===== src/rtl/phy_rx_lane_merge.sv =====
// phy_rx_lane_merge
// Merges four PHY receive lanes into a single registered byte stream.
// Each lane owns a small FIFO; a round-robin arbiter picks which non-empty
// lane feeds the output register. The output register follows a
// valid/ready handshake and holds its contents while stalled.
module phy_rx_lane_merge #(
    parameter int DATA_W     = 8,
    parameter int FIFO_DEPTH = 4
) (
    input  logic              clk,
    input  logic              reset,
    input  logic [DATA_W-1:0] data_in0,
    input  logic [DATA_W-1:0] data_in1,
    input  logic [DATA_W-1:0] data_in2,
    input  logic [DATA_W-1:0] data_in3,
    input  logic              valid_in0,
    input  logic              valid_in1,
    input  logic              valid_in2,
    input  logic              valid_in3,
    input  logic              ready_in,
    input  logic              clr_overflow,
    output logic [DATA_W-1:0] data_out,
    output logic              valid_out,
    output logic [1:0]        lane_out,
    output logic [3:0]        fifo_empty,
    output logic [3:0]        fifo_full,
    output logic [3:0]        overflow
);

    localparam int AW = $clog2(FIFO_DEPTH);

    // Pointers carry one extra wrap bit so full and empty are distinguishable.
    typedef logic [AW:0] ptr_t;

    logic [DATA_W-1:0] lane_data [4];
    logic [3:0]        lane_valid;

    logic [DATA_W-1:0] mem_q [4][FIFO_DEPTH];
    ptr_t              wr_ptr_q [4];
    ptr_t              wr_ptr_d [4];
    ptr_t              rd_ptr_q [4];
    ptr_t              rd_ptr_d [4];
    logic [3:0]        overflow_q, overflow_d;
    logic [DATA_W-1:0] data_out_q, data_out_d;
    logic [1:0]        lane_out_q, lane_out_d;
    logic              valid_out_q, valid_out_d;
    logic [1:0]        last_grant_q, last_grant_d;

    logic [1:0]        grant;
    logic              any_ready;
    logic              load;
    logic [3:0]        push;
    logic [3:0]        pop;

    assign lane_data[0] = data_in0;
    assign lane_data[1] = data_in1;
    assign lane_data[2] = data_in2;
    assign lane_data[3] = data_in3;
    assign lane_valid   = {valid_in3, valid_in2, valid_in1, valid_in0};

    assign data_out  = data_out_q;
    assign lane_out  = lane_out_q;
    assign valid_out = valid_out_q;
    assign overflow  = overflow_q;

    // Per-lane status decoded from the registered pointers only.
    always_comb begin
        for (int i = 0; i < 4; i++) begin
            fifo_empty[i] = (wr_ptr_q[i] == rd_ptr_q[i]);
            fifo_full[i]  = (wr_ptr_q[i][AW] != rd_ptr_q[i][AW]) &&
                            (wr_ptr_q[i][AW-1:0] == rd_ptr_q[i][AW-1:0]);
        end
    end

    // Round-robin search over non-empty lanes, starting after the last grant.
    always_comb begin
        logic [1:0] cand;
        // NOTE: every variable gets a default before any conditional write,
        // otherwise the tool infers a latch to hold the old value.
        cand      = last_grant_q;
        grant     = last_grant_q;
        any_ready = 1'b0;
        for (int k = 1; k <= 4; k++) begin
            cand = last_grant_q + 2'(k);
            if (!any_ready && !fifo_empty[cand]) begin
                any_ready = 1'b1;
                grant     = cand;
            end
        end
    end

    // The output register refills when it is free or being drained this cycle.
    assign load = (!valid_out_q || ready_in) && any_ready;

    // Next-state: pops, pushes (a full lane still accepts when it is popped),
    // sticky overflow with set priority, and the output register.
    always_comb begin
        overflow_d   = clr_overflow ? 4'b0000 : overflow_q;
        data_out_d   = data_out_q;
        lane_out_d   = lane_out_q;
        valid_out_d  = valid_out_q;
        last_grant_d = last_grant_q;
        for (int i = 0; i < 4; i++) begin
            pop[i]      = load && (grant == 2'(i));
            push[i]     = lane_valid[i] && (!fifo_full[i] || pop[i]);
            wr_ptr_d[i] = wr_ptr_q[i] + ptr_t'(push[i]);
            rd_ptr_d[i] = rd_ptr_q[i] + ptr_t'(pop[i]);
            if (lane_valid[i] && fifo_full[i] && !pop[i]) begin
                overflow_d[i] = 1'b1;
            end
        end
        if (load) begin
            data_out_d   = mem_q[grant][rd_ptr_q[grant][AW-1:0]];
            lane_out_d   = grant;
            valid_out_d  = 1'b1;
            last_grant_d = grant;
        end else if (ready_in) begin
            valid_out_d  = 1'b0;
        end
    end

    // Control state: asynchronously cleared so reset discards everything at once.
    always_ff @(posedge clk or posedge reset) begin
        // NOTE: sequential state uses non-blocking (<=) so every register samples
        // the pre-edge values; blocking here would create ordering races.
        if (reset) begin
            for (int i = 0; i < 4; i++) begin
                wr_ptr_q[i] <= '0;
                rd_ptr_q[i] <= '0;
            end
            overflow_q   <= 4'b0000;
            data_out_q   <= '0;
            lane_out_q   <= 2'd0;
            valid_out_q  <= 1'b0;
            last_grant_q <= 2'd3;
        end else begin
            for (int i = 0; i < 4; i++) begin
                wr_ptr_q[i] <= wr_ptr_d[i];
                rd_ptr_q[i] <= rd_ptr_d[i];
            end
            overflow_q   <= overflow_d;
            data_out_q   <= data_out_d;
            lane_out_q   <= lane_out_d;
            valid_out_q  <= valid_out_d;
            last_grant_q <= last_grant_d;
        end
    end

    // FIFO storage writes. A full lane being popped overwrites the slot that
    // is read out on this same edge, which is safe because the read is pre-edge.
    always_ff @(posedge clk) begin
        // NOTE: storage has no reset; pointer reset alone makes old contents
        // unreachable, and leaving it out lets the array map to plain RAM.
        for (int i = 0; i < 4; i++) begin
            if (push[i]) begin
                mem_q[i][wr_ptr_q[i][AW-1:0]] <= lane_data[i];
            end
        end
    end

endmodule


===== config.mk =====
export PLATFORM = sky130hd
export DESIGN_NAME = phy_rx_lane_merge
export DESIGN_NICKNAME = d
export VERILOG_FILES = /design/src/rtl/phy_rx_lane_merge.sv
export SDC_FILE = /design/constraint.sdc
export NUM_CORES = 1
export LEC_CHECK = 0
export BUFFER_PORTS_ARGS = -buffer_cell sky130_fd_sc_hd__buf_2
export CORE_ASPECT_RATIO = 1.1
export CORE_MARGIN = 1
export CORE_UTILIZATION = 40
export CTS_BUF_LIST = sky130_fd_sc_hd__clkbuf_8 sky130_fd_sc_hd__clkbuf_16
export DETAILED_ROUTE_END_ITERATION = 6
export GPL_TIMING_DRIVEN = 0
export PLACE_DENSITY = 0.57
export SLEW_MARGIN = 20
export SYNTH_ARGS = -nofsm -noshare
export SYNTH_HDL_FRONTEND = slang
export SYNTH_SLANG_ARGS = --single-unit

===== constraint.sdc =====
create_clock -name clk -period 3.66 [get_ports clk]
set_input_delay 0.732 -clock clk [delete_from_list [all_inputs] [get_ports clk]]
set_output_delay 0.732 -clock clk [all_outputs]
set_load 0.02 [all_outputs]

==> Word level (Yosys, flattened, before mapping) <==
Memories as Yosys holds them, arrays and structs flattened.
Index checks and enable logic that the tools add are counted.
{ "word_totals": {"regBits": 41, "latchBits": 0, "ramBits": 128, "mem_bits_ro": 0, "output_inout_bits": 23, "word_cells": 161, "memories": 1} }
{ "classes": {"n_addsub": 11, "multipliers": 0, "n_div": 0, "order_cmp": 14, "eq_ne": 15, "shift": 0, "mux": 45, "bitwise": 6, "reduce_logical": 53} }
{ "memory_table": {"columns": ["name", "words", "width", "read_ports", "rd_clocked_by_memory_dff", "write_ports", "line", "text"], "rows": [
  ["mem_q", 4, 32, 1, 0, 4, "38", "logic [DATA_W-1:0] mem_q [4][FIFO_DEPTH];"]
]} }
{ "ops": {"columns": ["operator", "count"], "rows": [
  ["32-bit 2-to-1 mux", 4],
  ["8-bit demux with 2-bit select", 4],
  ["8-bit 2-to-1 mux", 6],
  ["1-bit logical AND", 28],
  ["3-bit by 1-bit adder with 3-bit output", 8],
  ["3-bit >= comparator, second input constant", 6],
  ["1-bit 2-to-1 mux", 18],
  ["2-bit NOT with 3-bit output", 6],
  ["8-bit binary-select mux with 2-bit select", 1],
  ["1-bit zero test", 14],
  ["3-bit == test", 4],
  ["2-bit by 3-bit less-than comparator with 1-bit output, second input constant", 4],
  ["3-bit by 1-bit less-than comparator with 1-bit output, second input constant", 4],
  ["2-bit 2-to-1 mux", 6],
  ["2-bit nonzero test", 5],
  ["1-bit binary-select mux with 2-bit select", 4],
  ["2-bit == test", 4],
  ["3-bit binary-select mux with 2-bit select", 1],
  ["1-bit logical OR", 5],
  ["2-bit adder, second input constant", 2],
  ["2-bit == test, second input constant", 2],
  ["4-bit 2-to-1 mux", 1],
  ["1-bit inequality test", 4],
  ["2-bit by 1-bit adder with 2-bit output, second input constant", 1],
  ["other kinds (2)", 2]
]} }

==> Logic depth before layout (Yosys ltp) <==
Gate-level depths: netlist of run 1.
{ "depth": {"ltp_word": 20, "ltp_mapped": 13, "depth_no_buf": 13} }

==> Worst setup path before layout of run 1 <==
Ideal clock, no wire load.
{ "synth_path": {"path_type": "register -> register", "startpoint": "register wr_ptr_q[4] (netlist bit)", "endpoint": "memory mem_q[0][16] (netlist bit) (enable)", "setup_time_ns": 0.385, "arrival_time_ns": 2.843, "path_slack_ns": 0.432, "stages_incl_launch_ff": 11, "period_less_slack_ns": 3.228, "path_cell_list": "dfrtp_1 -> xor2_1 -> or3_4 -> inv_1 -> nand2_1 -> o21a_1 -> o221ai_1 -> o211ai_1 -> o21ai_0 -> nand2_1 -> nor3b_1"} }
{ "synth_lines": {"columns": ["element", "line", "text"], "rows": [
  ["start, declared", "39", "ptr_t wr_ptr_q [4];"],
  ["start signal, assigned by index", "138", "wr_ptr_q[i] <= wr_ptr_d[i];"],
  ["end, declared", "38", null]
]} }

==> results of run 1 <==
## layer usage
layer  vias up  share of wire
li1       2210              -
met1      2385           0.41
met2       201           0.48
met3        50          0.056
met4         0          0.055
met5         -              0
## final cells by class
type	instances	area, um^2
sequential	169	4870
multi-input combinational	329	2200
timing repair buffer	72	480
clock buffer	17	425
tap	234	293
buffer	29	141
inverter	15	56.3
clock inverter	14	161
fill	1576	8640
## placed cells by master (no fill, tap or decap), types with 16 or more instances in the layout
cell       synthesis  routed
dfrtp_1           39      39
clkbuf_1          16      16
a21oi_1           68      68
a221oi_1          22      22
buf_2              5      67
nand2_1           83      83
edfxtp_1         128     128
clkbuf_16          0      17
ha_1              16      16
xor2_1            17      17
## state kept, by name, indices dropped and copies added, names as in the netlist
signal	count
data_out	8
mem_q	128
overflow	4
wr_ptr_q	12
last_grant_q	2
rd_ptr_q	12
valid_out	1
lane_out	2
## synthesized netlist by cell type (all sizes together) (4+ instances only)
master | n | area share
o21ai | 25 | 0.017
edfxtp | 128 | 0.54
a21oi | 68 | 0.048
clkbuf | 16 | 0.0084
dfrtp | 39 | 0.14
a221oi | 32 | 0.048
nor2 | 15 | 0.0079
xor2 | 17 | 0.021
nor3b | 6 | 0.0063
buf | 13 | 0.011
nand2 | 83 | 0.044
ha | 16 | 0.028
o22ai | 4 | 0.0054
nor3 | 8 | 0.0072
and3 | 8 | 0.0070
inv | 15 | 0.0079
o21a | 4 | 0.0042
nand3 | 14 | 0.010
## cells by family after synthesis
group / count (synthesis) / synth area share
compound gates: 149 / 0.145
xor+xnor: 20 / 0.0245
fa+ha+maj: 16 / 0.0280
buf+inv: 44 / 0.0276
flops: 169 / 0.681
mux: 1 / 0.00157
simple gates: 143 / 0.0915
## worst max path at each step
stage	startpoint	slack, ns	end	cells after the start
floorplan	wr_ptr_q[4]	0.43	mem_q[0][16]	10
global placement	wr_ptr_q[4]	-0.48	mem_q[1][13]	10
detailed placement	wr_ptr_q[4]	-0.25	mem_q[0][24]	10
CTS	wr_ptr_q[4]	-0.008	mem_q[0][22]	10
global route	wr_ptr_q[6]	-0.006	mem_q[3][12]	12
finish	wr_ptr_q[6]	0.26	mem_q[3][31]	10
## through the flow
stage          hold WS [ns]   util  cell area [um^2]  setup slack [ns]
2_1_floorplan         0.458      -              7150             0.432
3_3_place_gp          0.470  0.449              7750            -0.479
3_5_place_dp          0.476  0.453              7830            -0.253
4_1_cts               0.356  0.488              8430          -0.00824
5_1_grt               0.381  0.500              8630          -0.00608
6_report              0.350  0.500              8630             0.260
## worst register-to-register path: stages, from the launching register on
cell and delay, ns:
dfrtp_1 0.49, xor2_1 0.20, nor3_1 0.25, buf_2 0.25, a21oi_1 0.11, o21ai_1 0.32, nand2_1 0.18, buf_2 0.24
o31ai_1 0.28, nand2_1 0.25, nor3_4 0.45
## what timing repair did
item                       in CTS  in global routing
gates resized for setup         2                 17
pin swaps                       0                  6
setup buffers                   0                  8
setup endpoints to repair      16                112
==> out/qor.yml, run 1 <==
relSlewSlack: 0.374
slew_violations: 0
path_clk_slew_ns: 0.06
die_area_um2: 18400
cp-start-kind: "flip-flop"
regToRegSetupSlack_ns: 0.26
die_w_um: 129
crit_type: "flip-flop to flip-flop"
fp.dieH_um: 142
clock-sinks: 169
grt_use_met1: 0.285
finClkSkew_ns: 0.0102
cp_cell_sequence: "xor2_1 -> nor3_1 -> buf_2 -> a21oi_1 -> o21ai_1 -> nand2_1 -> buf_2 -> o31ai_1 -> nand2_1 -> nor3_4"
initial_core_util: 0.414
status: "finished clean"
fmax_mhz: 294
grt-busiest-layer: "met2"
grt_use_met3: 0.0470
cp-end-kind: "flip-flop"
first_pass_iters: 5
avgSynthCellArea_um2: 13.2
tightest_slew_ns: 0.939
worstPathBufferInverterCount: 2
ant_nets: 0
synth_warnings: 0
grt_pass1_wl_mm: 28.6
ys_seq_elements: 169
fin_cells: 879
core_region_area_um2: 17300
tns_ns: 0
maxCapViolCount: 0
htreeDepth: 4
drive_gt1_frac: 0.229
dp_hpwl_mm: 14.6
hold_class: "input pin to asynchronous set/reset pin"
critPathSlowestCell: "dfrtp_1"
r2r_start: "wr_ptr_q[6]"
rows: 50
drtIter0Drc: 376
synthFlopType: "edfxtp_1"
grt_overflow: 0
grt_max_degree: 22
area_growth_pct: 20.7
num_vias: 4846
crit_arrival_ns: 3.47
grt_pass1_vias: 4720
wire_per_inst_um: 22.4
antenna_found_initial: 0
critical_path_peak_fanout: 10
ios: 63
fin_nets: 689
required_ns: 3.73
drt_wl_total_mm: 19.7
reg2reg_depth: 10
cts_made_buffers: 17
cp_top_family: "simple AND/OR/NAND/NOR gates"
cts_tree: "done"
synth_area_um2: 7150
synth_edf_count: 128
clk_latency_ns: 0.43
via_per_inst: 5.51
holdBufCountCts: 0
diodes: 0
critPathMaxStageDelay_ns: 0.49
min_period_ns: 3.40
min_period_over_period: 0.929
setup_viol: 0
syn_nets: 598
async_flop_share: 0.243
drcViolationCount: 0
grt.total_usage: 0.224
synth_cell_types: 48
seq_area_frac_synth: 0.681
cts-root-buf: "clkbuf_16"
placement.io_buffers: 62
clockBufferDepth: 2
grt_use_met2: 0.351
r2r_end: "mem_q[3][31]"
hold_violations: 0
postSynthCellCount: 542
gp_congestion: 0.895
dp.cells: 840
Power of run 1 is left out: the tool's default activity adds up to more than one toggle a clock period on the data nets, which glitch-free logic cannot reach.
==> inputs of run 2 (changes only) <==
Settings changed: BUFFER_PORTS_ARGS -buffer_cell sky130_fd_sc_hd__buf_2 to not set, CORE_ASPECT_RATIO 1.1 to 0.5, DONT_BUFFER_PORTS set to 1, PLACE_DENSITY 0.57 to not set.
==> out/qor.yml, run 2 (synthesis results as in run 1) <==
status: "finished clean"
drt_wl_total_mm: 19.1
maxCapViolCount: 0
stdcell_area_um2: 8300
reg2reg_depth: 12
wire_per_inst_um: 23.4
met3_wirelength_mm: 1.97
cp-start-kind: "flip-flop"
clock-sinks: 169
grt_overflow: 0
setup_viol: 0
slew_violations: 0
rsz0062_at_grt: "false"
initial_core_util: 0.410
die_area_um2: 18400
num_vias: 4723
crit_arrival_ns: 3.83
required_ns: 4.02
r2r_start: "wr_ptr_q[3]"
hold_violations: 0
ant_nets: 0
drcViolationCount: 0
grt_pass1_wl_mm: 28.0
fin_util: 0.476
grt_max_degree: 25
die_w_um: 191
grt_pass1_vias: 4520
fin_nets: 629
finClkSkew_ns: 0.0147
area_growth_pct: 16.0
core_region_area_um2: 17400
drt-met1-wl_mm: 8.23
hold_ws_ns: 0.178
cp-startpoint: "wr_ptr_q[3]"
rows: 34
cts-root-buf: "clkbuf_16"
min_period_ns: 3.47
first_pass_iters: 5
min_period_over_period: 0.947
fmax_mhz: 288
cts_made_buffers: 17
fillers: 1529
clockBufferDepth: 2
ios: 63
dp.cells: 779
path_clk_slew_ns: 0.07
final_cell_mix: "edfxtp_1 (128), nand2_1 (81), a21oi_1 (68), dfrtp_1 (37), a221oi_1 (22)"
dr_wl_met2_mm: 8.52
largest_reg_flops: 128
relSlewSlack: 0.378
antenna_found_initial: 0
tightest_slew_ns: 0.933
placement.io_buffers: 0
critical_path_peak_fanout: 10
fp.dieH_um: 96.5
hold_class: "input pin to asynchronous set/reset pin"
final_common_cell: "edfxtp_1"
diodes: 0
grt.total_usage: 0.219
gp_congestion: 0.887
r2r_end: "data_out[4]"
clk_latency_ns: 0.43
regToRegSetupSlack_ns: 0.19
via_per_inst: 5.77
drtIter0Drc: 543
htreeDepth: 4
dp_hpwl_mm: 14.0
cp-end-kind: "flip-flop"
cts_tree: "done"
dpl_cell_area_um2: 7520
topRoutingLayerUsed: "met4"
fin_cells: 818
drive_gt1_frac: 0.168
crit_type: "flip-flop to flip-flop"
-- run 2: timing repair --
action	4_1_cts	5_1_grt
gates resized for setup	5	25
pin swaps	1	6
hold buffers	0	0
setup endpoints to repair	73	135
buffers inserted	1	8
-- run 2: worst max-delay path, stage by stage, from the launching register on --
cell and delay [ns]:
dfrtp_1 0.57, xor2_1 0.23, or3_4 0.20, clkinvlp_4 0.19
nand2_1 0.27, o21ai_0 0.18, nor2_1 0.20, buf_2 0.29
clkbuf_1 0.54, nand2_1 0.18, a221oi_1 0.31, o21ai_1 0.12
nand3_1 0.14
-- run 2: per-stage QoR --
step / setup TNS (ns) / worst slack, ns
after floorplan: 0 / 0.432
after global routing: 0 / 0.0126
after CTS: -3.63 / -0.131
after detailed placement: -6.10 / -0.191
final: 0 / 0.193
after global placement: -32.17 / -0.666
-- run 2: cell type report --
type	instances	area, um^2	area share
multi-input combinational	329	2210	0.267
buffer	29	145	0.0175
timing repair buffer	12	190	0.0229
inverter	15	60.1	0.00724
clock inverter	13	96.3	0.0116
clock buffer	17	425	0.0513
sequential	169	4870	0.587
tap	234	293	0.0353
-- run 2: how the worst max path moves through the flow --
stage,slack [ns],depth (start not counted),end
global placement,-0.67,10,mem_q[1][24]
detailed placement,-0.19,10,mem_q[1][8]
finish,0.19,12,data_out[4]
global route,0.01,10,mem_q[3][29]
CTS,-0.13,10,mem_q[0][19]
floorplan,0.43,10,mem_q[0][16]
-- run 2: routing by layer --
metal	vias to the layer above	global-route usage
met5	-	0
met4	0	0.0800
met3	28	0.0701
met2	236	0.332
met1	2354	0.295
li1	2105	-
Power of run 2 is left out for the same reason.
==> inputs of run 3 (changes only) <==
Settings changed: REMOVE_ABC_BUFFERS set to 1.
==> out/qor.yml, run 3 (synthesis results as in run 1) <==
relSlewSlack: 0.544
fin_nets: 617
drive_gt1_frac: 0.179
critPathMaxStageDelay_ns: 0.45
cts-root-buf: "clkbuf_16"
via_per_inst: 5.59
placement.io_buffers: 0
grt.total_usage: 0.201
clk_latency_ns: 0.43
cp_cell_sequence: "xor2_1 -> or3_4 -> inv_1 -> nand2_1 -> o21a_1 -> o221ai_1 -> o211ai_1 -> o21ai_1 -> nand2_1 -> nor3b_4 -> buf_4"
clock-sinks: 169
status: "finished clean"
die_w_um: 191
final_cell_mix: "edfxtp_1 (128), nand2_1 (82), a21oi_1 (68), dfrtp_1 (39), a221oi_1 (22)"
stdcell_area_um2: 8400
required_ns: 3.78
final_common_cell: "edfxtp_1"
fp.dieH_um: 96.5
grt_pass1_wl_mm: 26.0
clockBufferDepth: 2
crit_top_cell: "nand2_1"
htreeDepth: 4
initial_core_util: 0.410
hold_ws_ns: 0.236
critPathSlowestCell: "dfrtp_1"
wire_per_inst_um: 22.4
min_period_over_period: 0.968
num_vias: 4520
fillers: 1499
grt_pass1_vias: 4250
regToRegSetupSlack_ns: 0.12
largest_reg_flops: 128
ios: 63
grt_overflow: 0
crit_arrival_ns: 3.67
tightest_slew_ns: 0.684
min_period_ns: 3.54
grt_max_degree: 68
area_growth_pct: 17.4
dp_hpwl_mm: 12.0
antenna_found_initial: 0
rows: 34
maxCapViolCount: 0
drt_wl_total_mm: 18.1
slew_violations: 0
first_pass_iters: 6
dpl_cell_area_um2: 7600
fmax_mhz: 282
ant_nets: 0
cp-end-kind: "flip-flop"
setup_viol: 0
cp-start-kind: "flip-flop"
drcViolationCount: 0
gp_congestion: 0.771
finClkSkew_ns: 0.0127
cts_tree: "done"
critical_path_peak_fanout: 6
rsz0062_at_grt: "true"
holdBufCountCts: 0
cts_made_buffers: 17
hold_violations: 0
path_clk_slew_ns: 0.07
drtIter0Drc: 363
die_area_um2: 18400
diodes: 0
core_region_area_um2: 17400
crit_type: "flip-flop to flip-flop"
hold_class: "input pin to asynchronous set/reset pin"
run 3: path summary, 6_finish.rpt:
check                             start              end  cells after the start
hold / removal                    reset      lane_out[0]                      1
setup / recovery            wr_ptr_q[4]     mem_q[0][23]                     11
max in group asynchronous         reset  last_grant_q[0]                      2
min in group clk            data_in0[5]     mem_q[0][21]                      0
setup reg to reg            wr_ptr_q[4]     mem_q[0][23]                     11
hold reg to reg            rd_ptr_q[11]     rd_ptr_q[11]                      1
run 3: critical path, delay by kind of cell (launching register included):
kind | cells | cell delay (ns)
buffers and inverters | 2 | 0.48
and+or+nand+nor | 4 | 1.25
DFF | 1 | 0.45
AOI/OAI and AO/OA | 4 | 0.86
xor gates and xnor gates | 1 | 0.20
run 3: per-layer routing:
metal / GRT usage / up-vias / wire length, um
li1: - / 2070 / -
met1: 0.282 / 2274 / 8220
met2: 0.305 / 159 / 8140
met3: 0.0574 / 17 / 1580
met4: 0.0556 / 0 / 188
met5: 0 / - / 0
run 3: metrics by stage:
stage               instances  utilization  setup TNS [ns]  setup WS (ns)
floorplan                 513            -         -112.78          -2.03
global placement          747        0.419         -377.53          -4.53
detailed placement        763        0.436          -10.48         -0.539
CTS                       797        0.474         -0.0635        -0.0142
global route              808        0.481           -1.68         -0.107
finish                    808        0.481               0          0.117
run 3: what timing repair did:
item,CTS,global route
gates cloned,0,1
setup endpoints to repair,69,125
resized for setup,14,10
setup buffers,2,10
pin swaps,1,9
run 3: final cells by class:
class                   instances  area, um^2  share of cell area
clock buffers                  19         453              0.0539
clock inverters                13         131              0.0156
inverters                      15        56.3             0.00671
multi-input cells             330        2280               0.271
flip-flops and latches        169        4870               0.580
well taps                     234         293              0.0349
repair buffers                 28         314              0.0374
Power of run 3 is left out for the same reason.
